**config.mk**
```make
export PLATFORM = sky130hd
export DESIGN_NAME = digit_frame_streamer
export DESIGN_NICKNAME = d
export VERILOG_FILES = /design/src/rtl/digit_frame_streamer.sv
export SDC_FILE = /design/constraint.sdc
export NUM_CORES = 1
export LEC_CHECK = 0
export BUFFER_PORTS_ARGS = -buffer_cell sky130_fd_sc_hd__buf_2
export CAP_MARGIN = 30
export CORE_MARGIN = 5
export CORE_UTILIZATION = 25
export DETAILED_ROUTE_END_ITERATION = 12
export HOLD_SLACK_MARGIN = 0.15
export PLACE_DENSITY = 0.4
export SLEW_MARGIN = 20
export SYNTH_ARGS = -nofsm -noshare
export SYNTH_HDL_FRONTEND = slang
export SYNTH_SLANG_ARGS = --single-unit
```
**constraint.sdc**
```tcl
create_clock -name clk_in -period 1.96 [get_ports clk_in]
set_clock_uncertainty 0.2 [all_clocks]
set_input_delay 0.392 -clock clk_in [delete_from_list [all_inputs] [get_ports clk_in]]
set_output_delay 0.392 -clock clk_in [all_outputs]
set_load 0.005 [all_outputs]
```
**src/rtl/digit_frame_streamer.sv**
```systemverilog
// Streams a frame of DIGITS_NUM glyphs, column by column, to an OLED byte driver,
// then a sync strobe. Holds one pending value so the next frame can queue up.
module digit_frame_streamer #(
    parameter int unsigned DIGITS_NUM    = 6,
    parameter int unsigned GLYPH_W       = 21,
    parameter int unsigned GLYPH_H_BYTES = 4,
    parameter int unsigned GAP_COLS      = 0,
    localparam int unsigned DpW = $clog2(DIGITS_NUM + 1),
    localparam int unsigned XW  = (GLYPH_W > 1) ? $clog2(GLYPH_W) : 1,
    localparam int unsigned YW  = (GLYPH_H_BYTES > 1) ? $clog2(GLYPH_H_BYTES) : 1
) (
    input  logic                    clk_in,
    input  logic                    reset_n_in,
    input  logic [4*DIGITS_NUM-1:0] digits,
    input  logic                    blank_en,
    input  logic [DpW-1:0]          dp_pos,
    input  logic                    write_stb,
    output logic                    ready,
    output logic                    busy,
    output logic [4:0]              glyph_code,
    output logic                    glyph_dp,
    output logic [XW-1:0]           glyph_x,
    output logic [YW-1:0]           glyph_y,
    input  logic [7:0]              pixels_in,
    output logic [7:0]              oled_data,
    output logic                    oled_write_stb,
    output logic                    oled_sync_stb,
    input  logic                    oled_ready
);

    localparam int unsigned DW = (DIGITS_NUM > 1) ? $clog2(DIGITS_NUM) : 1;
    localparam int unsigned GW = (GAP_COLS > 1) ? $clog2(GAP_COLS) : 1;
    localparam logic [DW-1:0] DMax = DW'(DIGITS_NUM - 1);
    localparam logic [XW-1:0] XMax = XW'(GLYPH_W - 1);
    localparam logic [YW-1:0] YMax = YW'(GLYPH_H_BYTES - 1);
    localparam logic [GW-1:0] GMax = GW'((GAP_COLS > 0) ? GAP_COLS - 1 : 0);
    localparam bit HasGap = (GAP_COLS > 0);

    typedef enum logic [2:0] {
        StIdle,
        StSend,
        StWait,
        StSync,
        StWaitSync
    } state_e;

    state_e                  state_q, state_d;
    logic                    pend_valid_q, pend_valid_d;
    logic [4*DIGITS_NUM-1:0] pend_digits_q, pend_digits_d;
    logic                    pend_blank_en_q, pend_blank_en_d;
    logic [DpW-1:0]          pend_dp_q, pend_dp_d;
    logic [4*DIGITS_NUM-1:0] act_digits_q, act_digits_d;
    logic [DpW-1:0]          act_dp_q, act_dp_d;
    logic [DIGITS_NUM-1:0]   blank_q, blank_d;
    logic [DW-1:0]           dcnt_q, dcnt_d;
    logic [XW-1:0]           x_q, x_d;
    logic [YW-1:0]           y_q, y_d;
    logic [GW-1:0]           gap_q, gap_d;
    logic                    in_gap_q, in_gap_d;

    logic [DIGITS_NUM-1:0] blank_new;
    logic [DW-1:0]         cur_idx;
    logic [3:0]            cur_nib;
    logic                  cur_blank;
    logic                  cur_dp;
    logic                  last_byte;

    // Blanking runs from the leftmost digit down; once a digit is kept, all lower ones are too.
    always_comb begin
        logic run;
        blank_new = '0;
        run       = pend_blank_en_q;
        for (int k = DIGITS_NUM - 1; k >= 0; k--) begin
            run = run && (pend_digits_q[4*k +: 4] == 4'h0) && (k != 0) &&
                  (pend_dp_q != DpW'(k + 1));
            blank_new[k] = run;
        end
    end

    assign cur_idx = DMax - dcnt_q;

    always_comb begin
        cur_nib   = 4'h0;
        cur_blank = 1'b0;
        cur_dp    = 1'b0;
        for (int k = 0; k < DIGITS_NUM; k++) begin
            if (cur_idx == DW'(k)) begin
                cur_nib   = act_digits_q[4*k +: 4];
                cur_blank = blank_q[k];
                cur_dp    = (act_dp_q == DpW'(k + 1));
            end
        end
    end

    assign last_byte = !in_gap_q && (y_q == YMax) && (x_q == XMax) && (dcnt_q == DMax);

    always_comb begin
        state_d         = state_q;
        pend_valid_d    = pend_valid_q;
        pend_digits_d   = pend_digits_q;
        pend_blank_en_d = pend_blank_en_q;
        pend_dp_d       = pend_dp_q;
        act_digits_d    = act_digits_q;
        act_dp_d        = act_dp_q;
        blank_d         = blank_q;
        dcnt_d          = dcnt_q;
        x_d             = x_q;
        y_d             = y_q;
        gap_d           = gap_q;
        in_gap_d        = in_gap_q;

        if (write_stb && !pend_valid_q) begin
            pend_valid_d    = 1'b1;
            pend_digits_d   = digits;
            pend_blank_en_d = blank_en;
            pend_dp_d       = dp_pos;
        end

        unique case (state_q)
            StIdle: begin
                if (pend_valid_q) begin
                    state_d      = StSend;
                    pend_valid_d = 1'b0;
                    act_digits_d = pend_digits_q;
                    act_dp_d     = pend_dp_q;
                    blank_d      = blank_new;
                    dcnt_d       = '0;
                    x_d          = '0;
                    y_d          = '0;
                    gap_d        = '0;
                    in_gap_d     = 1'b0;
                end
            end
            StSend: begin
                if (!oled_ready) state_d = StWait;
            end
            StWait: begin
                if (oled_ready) begin
                    if (last_byte) begin
                        state_d = StSync;
                    end else begin
                        state_d = StSend;
                        if (y_q != YMax) begin
                            y_d = y_q + 1'b1;
                        end else begin
                            y_d = '0;
                            if (in_gap_q) begin
                                if (gap_q != GMax) begin
                                    gap_d = gap_q + 1'b1;
                                end else begin
                                    gap_d    = '0;
                                    in_gap_d = 1'b0;
                                    dcnt_d   = dcnt_q + 1'b1;
                                end
                            end else if (x_q != XMax) begin
                                x_d = x_q + 1'b1;
                            end else begin
                                x_d = '0;
                                if (HasGap) in_gap_d = 1'b1;
                                else dcnt_d = dcnt_q + 1'b1;
                            end
                        end
                    end
                end
            end
            StSync: begin
                if (!oled_ready) state_d = StWaitSync;
            end
            StWaitSync: begin
                if (oled_ready) state_d = StIdle;
            end
            default: state_d = StIdle;
        endcase
    end

    always_ff @(posedge clk_in or negedge reset_n_in) begin
        if (!reset_n_in) begin
            state_q         <= StIdle;
            pend_valid_q    <= 1'b0;
            pend_digits_q   <= '0;
            pend_blank_en_q <= 1'b0;
            pend_dp_q       <= '0;
            act_digits_q    <= '0;
            act_dp_q        <= '0;
            blank_q         <= '0;
            dcnt_q          <= '0;
            x_q             <= '0;
            y_q             <= '0;
            gap_q           <= '0;
            in_gap_q        <= 1'b0;
        end else begin
            state_q         <= state_d;
            pend_valid_q    <= pend_valid_d;
            pend_digits_q   <= pend_digits_d;
            pend_blank_en_q <= pend_blank_en_d;
            pend_dp_q       <= pend_dp_d;
            act_digits_q    <= act_digits_d;
            act_dp_q        <= act_dp_d;
            blank_q         <= blank_d;
            dcnt_q          <= dcnt_d;
            x_q             <= x_d;
            y_q             <= y_d;
            gap_q           <= gap_d;
            in_gap_q        <= in_gap_d;
        end
    end

    assign ready          = !pend_valid_q;
    assign busy           = (state_q != StIdle);
    assign oled_write_stb = (state_q == StSend);
    assign oled_sync_stb  = (state_q == StSync);
    assign glyph_code     = cur_blank ? 5'h10 : {1'b0, cur_nib};
    assign glyph_dp       = cur_dp;
    assign glyph_x        = x_q;
    assign glyph_y        = y_q;
    // Idle and gap columns emit zero bytes; the ROM byte is only passed while a glyph is out.
    assign oled_data = (((state_q == StSend) || (state_q == StWait)) && !in_gap_q) ?
                       pixels_in : 8'h00;

endmodule

```
==> results.py, run 1 <==
metrics = {
    "status": {
        "status": "complete, but fails checks",
        "violations": "setup timing",
    },
    "timing": {
        "final.min_clock_period_ps": 2621,
        "rsz0062_at_grt": "yes",
        "relSlewSlack_pct": 68.82,
        "setup_ws_ps": -661.3,
        "setup-violations-final": 16,
        "tightest_slew_ps": 463.4,
        "final_hold_viol_count": 0,
        "slew_viol_final": 0,
        "max_freq_mhz": 381.5,
        "min_period_over_period_pct": 133.7,
    },
    "worst_setup_path": {
        "slowest_stage": "dfrtp_1",
        "cp-start-kind": "register",
        "critical_path_class": "register to output port",
        "crit_cells": 7,
        "crit_buf_inv": 2,
        "worstSetupEndpoint": "glyph_dp",
        "cp.required_ps": 1370,
        "crit_chain": "inv_4, ha_4, nor4bb_4, a31oi_1, o41a_1, o22ai_2, buf_2",
        "slowest_delay_ps": 410,
        "critPathLaunch": "dcnt_q[1]$_DFFE_PN0P_",
        "crit_family": "compound AO/OA/AOI/OAI gates",
        "end_kind": "output port",
        "arrival_ps": 2030,
        "reg2regPathDepth": 7,
        "r2r_setup_slack_ps": 0,
        "regToRegEndpoint": "glyph_y[0]$_DFFE_PN0P_",
        "r2r_start": "glyph_x[1]$_DFFE_PN0P_",
        "crit_fanout": 4,
    },
    "logic_synthesis": {
        "synth_seq_area_share_pct": 51.16,
        "ys_types": 50,
        "syn_area_um2": 3620,
        "syn_area_per_cell_um2": 9.972,
        "synth_nets": 411,
        "synth_cells": 363,
        "synthArstFlopShare_pct": 100.0,
        "ys.flop_type": "dfrtp_1",
        "synth_edf_count": 0,
        "ys_ff_latch": 74,
        "ys_warn_count": 0,
    },
    "grt": {
        "grt_overflow": 0,
        "grt_usage_pct": 12.19,
        "antenna_found_initial": 0,
        "grt_pass1_vias": 3105,
        "grt_pass1_wl_um": 15960,
        "grt_max_degree": 36,
    },
    "place": {
        "portBuffers": 64,
        "pre_cts_ws_ps": -375.5,
        "dpl_cell_area_um2": 4507,
        "place_hpwl_um": 7167,
        "place_congestion": 0.7858,
    },
    "floorplanning": {
        "num_io_pins": 65,
        "dieArea_um2": 16990,
        "die_w_um": 130.3,
        "rows": 44,
        "die_h_um": 130.3,
        "start_util_pct": 25.19,
        "coreArea_um2": 14370,
    },
    "clock_tree": {
        "cts-root-buf": "clkbuf_16",
        "ctsHtreeMaxLevel": 3,
        "cts_buffers": 9,
        "clk-insertion-delay-late_ps": 340,
        "clk_path_buf_depth": 2,
        "cts.sinks": 74,
        "path_clk_slew_ps": 60,
        "cts_tree": "done",
    },
    "layout": {
        "syn2layout_area_growth_pct": 55.69,
        "drive_gt1_share_pct": 44.08,
        "nets": 567,
        "final_area_um2": 5635,
        "diodes": 0,
        "final_util_pct": 39.22,
    },
    "pwr": {
        "power.density_nw_per_um2": 1540,
        "p_leak_nw": 2.648,
        "vdd_drop_max_v": 0.0005460,
    },
    "drt": {
        "drtIter0Drc": 116,
        "ant_nets": 0,
        "drc": 0,
        "totalWireLength_um": 9998,
        "wl_per_cell_um": 14.12,
        "detailroute.via_count": 3148,
        "first_pass_iters": 4,
        "via_per_inst": 4.446,
    },
    "flow_run": {
        "max-cap-violations": 0,
    },
    "worst_hold_path": {
        "hp-class": "input port to register",
    },
}
-- worst min-delay path by stage --
stage          startpoint  cells after the start  slack (ps)                             to
2_1_floorplan  reset_n_in                      0        -100    act_digits_q[0]$_DFFE_PN0P_
3_3_place_gp   reset_n_in                      1         130  pend_digits_q[18]$_DFFE_PN0P_
3_5_place_dp   reset_n_in                      1         140  pend_digits_q[18]$_DFFE_PN0P_
4_1_cts        oled_ready                      3         160         state_q[2]$_DFFE_PN0P_
5_1_grt        oled_ready                      3         170         state_q[2]$_DFFE_PN0P_
6_report       oled_ready                      3         170         state_q[2]$_DFFE_PN0P_
-- cell families after synthesis --
kind of cell	synth area share, %
AO/OA/AOI/OAI	11.96
XOR/XNOR	0.4840
adder cells (fa/ha/maj)	2.765
buffers and inverters	3.768
flip-flops	51.16
multiplexers	9.264
AND/OR/NAND/NOR	20.60
-- final cells by class --
type                    count  area, µm²
flip-flops and latches     74       1852
inverters                  12      47.55
repair buffers            163       1232
multi-input cells         259       1943
clock buffers              12      256.5
fillers                  1440       8733
clock inverters             4      73.82
well taps                 184      230.2
-- metal layers --
metal / share of wire (%) / global-route usage (%)
met1: 46 / 16.08
met3: 3.4 / 2.906
met4: 2.0 / 5.082
met2: 49 / 19.22
met5: 0 / 0
-- cell usage after synthesis (3+ instances only) --
master	number	area [µm²]
nand2_1	89	334.1
dfrtp_1	74	1852
mux2_2	28	315.3
a21oi_1	21	105.1
o21ai_0	16	80.08
nor2_1	13	48.80
inv_1	12	45.04
clkbuf_1	11	41.29
nor2b_1	10	62.56
ha_1	8	100.1
a211oi_1	5	37.54
a221oi_1	4	35.03
buf_2	4	20.02
nand2b_1	4	25.02
nor4_1	4	25.02
or3_1	4	25.02
or4_1	4	30.03
a22o_1	3	26.28
and3_1	3	18.77
nand3b_1	3	22.52
nand4_1	3	18.77
nor4bb_1	3	30.03
o31ai_1	3	22.52
-- through the flow --
| stage | std cells | power [mW] | hold WS, ps | setup TNS, ps |
|---|---|---|---|---|
| finish | 708 | 8.681 | 167.8 | -4166 |
| detailed placement | 641 | 6.126 | 141.9 | -2067 |
| floorplan | 363 | 4.683 | -103.6 | -278.7 |
| global route | 708 | 9.372 | 174.9 | -5741 |
| CTS | 703 | 8.457 | 162.7 | -4387 |
| global placement | 641 | 6.063 | 133.7 | -1762 |
-- worst reg2reg max path, cell delays in order (launching register included) --
cell,delay (ps)
dfrtp_1,380
inv_2,50
ha_2,160
nand4b_1,230
buf_4,220
o211a_1,210
o21ai_0,260
a22o_1,190
-- registers in the layout, summed over array words and instances (netlist names) --
signal,cells
act_digits_q,24
pend_digits_q,24
blank_q,5
glyph_x,5
act_dp_q,3
dcnt_q,3
pend_dp_q,3
state_q,3
glyph_y,2
pend_blank_en_q,1
pend_valid_q,1
-- power by group --
group | switching [mW] | leakage, nW | internal (mW)
Combinational | 1.97 | 1.56 | 2.16
Clock | 0.623 | 0.163 | 1.18
Sequential | 0.548 | 0.922 | 2.20
-- repair_timing --
item | CTS | global route
hold buffers | 30 | 0
buffers inserted | 16 | 7
setup endpoints to repair | 18 | 30
hold endpoints to repair | 103 | 0
gates resized for setup | 36 | 47
pin swaps | 13 | 32
-- cells in the final DEF (no fill, tap or decap), types with 5 or more instances in the layout --
| cell type | count |
|---|---|
| nand2_1 | 86 |
| dfrtp_1 | 74 |
| buf_2 | 64 |
| buf_4 | 51 |
| dlygate4sd3_1 | 30 |
| mux2_2 | 28 |
| a21oi_1 | 15 |
| buf_6 | 15 |
| nor2_1 | 9 |
| o21ai_0 | 9 |
| clkbuf_16 | 9 |
| inv_1 | 8 |
| nor2b_1 | 8 |
| a21oi_2 | 6 |
| nor2_4 | 5 |
| a211oi_2 | 5 |
(Power assumes the default switching activity.)
==> inputs of run 2 (changes only) <==
Settings changed: ABC_CLOCK_PERIOD_IN_PS set to 1960, CTS_BUF_LIST set to sky130_fd_sc_hd__clkbuf_16.
==> run 2 against run 1 <==
Compared with the run above: the flow still finishes with violations (setup timing); clock power is 4% lower; critical path depth stayed put; register-to-register slack hardly changed; maximum frequency hardly changed; global-route usage stayed put; highest routed layer unchanged.
==> results.py, run 2 (synthesis gave the netlist of run 1 again) <==
metrics = {
    "timing": {
        "timing.hold.ws_ps": 173.7,
        "tightest_slew_ps": 505.7,
        "rsz0062_at_grt": "yes",
        "max_freq_mhz": 381.2,
        "final_hold_viol_count": 0,
        "min_period_over_period_pct": 133.9,
        "setup_ws_ps": -663.5,
        "slew_viol_final": 0,
        "setup-violations-final": 15,
        "final.min_clock_period_ps": 2624,
        "relSlewSlack_pct": 65.97,
    },
    "clock_tree": {
        "cts.sinks": 74,
        "clk-insertion-delay-late_ps": 340,
        "cts_tree": "done",
        "cts_buffers": 9,
        "ctsHtreeMaxLevel": 3,
        "clk_path_buf_depth": 2,
        "cts-root-buf": "clkbuf_16",
        "path_clk_slew_ps": 60,
    },
    "drt": {
        "via_per_inst": 4.425,
        "ant_nets": 0,
        "wl_per_cell_um": 14.16,
        "drc": 0,
        "first_pass_iters": 4,
        "detailroute.via_count": 3133,
        "drtIter0Drc": 126,
        "totalWireLength_um": 10030,
    },
    "layout": {
        "syn2layout_area_growth_pct": 55.37,
        "drive_gt1_share_pct": 43.89,
        "mostFrequentLayoutCells": "86 x nand2_1, 74 x dfrtp_1, 64 x buf_2",
        "nets": 567,
        "final_common_cell": "nand2_1",
        "nFillCells": 1437,
        "final_util_pct": 39.14,
        "diodes": 0,
        "reg.largest.list": "act_digits_q x24, pend_digits_q x24",
        "finalNonFillerCells": 708,
    },
    "pwr": {
        "seqPwrFrac_pct": 31.9,
        "vdd_drop_max_v": 0.0005463,
        "p_int_mw": 5.464,
        "power.density_nw_per_um2": 1533,
        "p_leak_nw": 2.642,
        "p_clk_share_pct": 20.0,
        "p_comb_share_pct": 48.1,
        "swShare_pct": 36.63,
        "power.switching_mw": 3.158,
    },
    "grt": {
        "grt_pass1_vias": 3105,
        "antenna_found_initial": 0,
        "grt_max_degree": 36,
        "grt_overflow": 0,
        "grt_pass1_wl_um": 15960,
        "grt_usage_pct": 12.19,
    },
    "place": {
        "place_congestion": 0.7858,
        "place_hpwl_um": 7167,
        "portBuffers": 64,
        "dp_cells": 641,
    },
    "worst_setup_path": {
        "cp.required_ps": 1370,
        "critical_path_class": "register to output port",
        "cp-start-kind": "register",
        "arrival_ps": 2030,
        "crit_fanout": 4,
        "end_kind": "output port",
    },
    "floorplanning": {
        "die_h_um": 130.3,
        "num_io_pins": 65,
        "start_util_pct": 25.19,
        "die_w_um": 130.3,
        "coreArea_um2": 14370,
        "dieArea_um2": 16990,
        "rows": 44,
    },
    "status": {
        "violations": "setup timing",
        "status": "complete, but fails checks",
    },
    "flow_run": {
        "max-cap-violations": 0,
    },
    "worst_hold_path": {
        "hp-class": "input port to register",
    },
}
-- run 2: changes by cell type in the layout (fill, tap and decap cells not counted) --
cell       delta
buf_4         -1
clkinv_1      +2
clkbuf_1      -1
a2111oi_1     -1
clkbuf_8      -2
inv_1         +1
a2111oi_2     +1
buf_6         +1
-- run 2: path summary, 6_finish.rpt --
path / startpoint / to / slack (ps) / depth (start not counted)
max: dcnt_q[1]$_DFFE_PN0P_ / glyph_dp / -660 / 7
min: oled_ready / state_q[2]$_DFFE_PN0P_ / 170 / 3
max reg2reg: dcnt_q[0]$_DFFE_PN0P_ / dcnt_q[2]$_DFFE_PN0P_ / 10 / 7
min reg2reg: pend_digits_q[2]$_DFFE_PN0P_ / act_digits_q[2]$_DFFE_PN0P_ / 260 / 2
max in group asynchronous: reset_n_in / dcnt_q[2]$_DFFE_PN0P_ / 740 / 3
min in group asynchronous: reset_n_in / pend_blank_en_q$_DFFE_PN0P_ / 310 / 2
-- run 2: layer usage --
metal / up-vias / GRT usage [%] / part of all wire (%)
li1: 1584 / - / -
met1: 1494 / 16.08 / 46
met2: 41 / 19.22 / 48
met3: 14 / 2.906 / 3.0
met4: 0 / 5.082 / 2.3
met5: - / 0 / 0
-- run 2: worst max-delay path: stages, from the launching register on --
cell,delay [ps]
dfrtp_1,410
inv_4,80
ha_4,180
nor4bb_4,260
a31oi_1,90
o41a_1,330
o22ai_2,190
buf_2,150
-- run 2: what timing repair did --
| item | in CTS | in global routing |
|---|---|---|
| setup buffers | 16 | 8 |
| pin swaps | 13 | 34 |
| gates resized for setup | 36 | 49 |
| setup endpoints to repair | 18 | 30 |
| hold buffers | 30 | 0 |
| hold endpoints to repair | 103 | 0 |
-- run 2: final cells by class --
type	count	area (µm²)	area share, %
Clock buffer	9	225.2	4.004
Clock inverter	7	85.08	1.513
Inverter	12	47.55	0.8454
Multi-Input combinational cell	259	1948	34.64
Sequential cell	74	1852	32.93
Tap cell	184	230.2	4.093
Timing Repair Buffer	163	1236	21.98
-- run 2: through the flow --
step           instance area, µm²  setup WS, ps  total power, mW  TNS (ps)
2_1_floorplan                3666        -126.8            4.683    -278.7
3_3_place_gp                 4507        -332.7            6.063     -1762
3_5_place_dp                 4507        -375.5            6.126     -2067
4_1_cts                      5395        -695.7            8.369     -4388
5_1_grt                      5624        -750.4            9.304     -5746
6_report                     5624        -663.5            8.622     -4183
-- run 2: power by group through the flow --
stage | Sequential (mW) | Clock [mW] | Combinational (mW)
6_report | 2.75 | 1.73 | 4.14
5_1_grt | 2.86 | 1.85 | 4.60
4_1_cts | 2.74 | 1.77 | 3.85
3_5_place_dp | 2.76 | 0 | 3.37
3_3_place_gp | 2.75 | 0 | 3.31
2_1_floorplan | 2.58 | 0 | 2.11
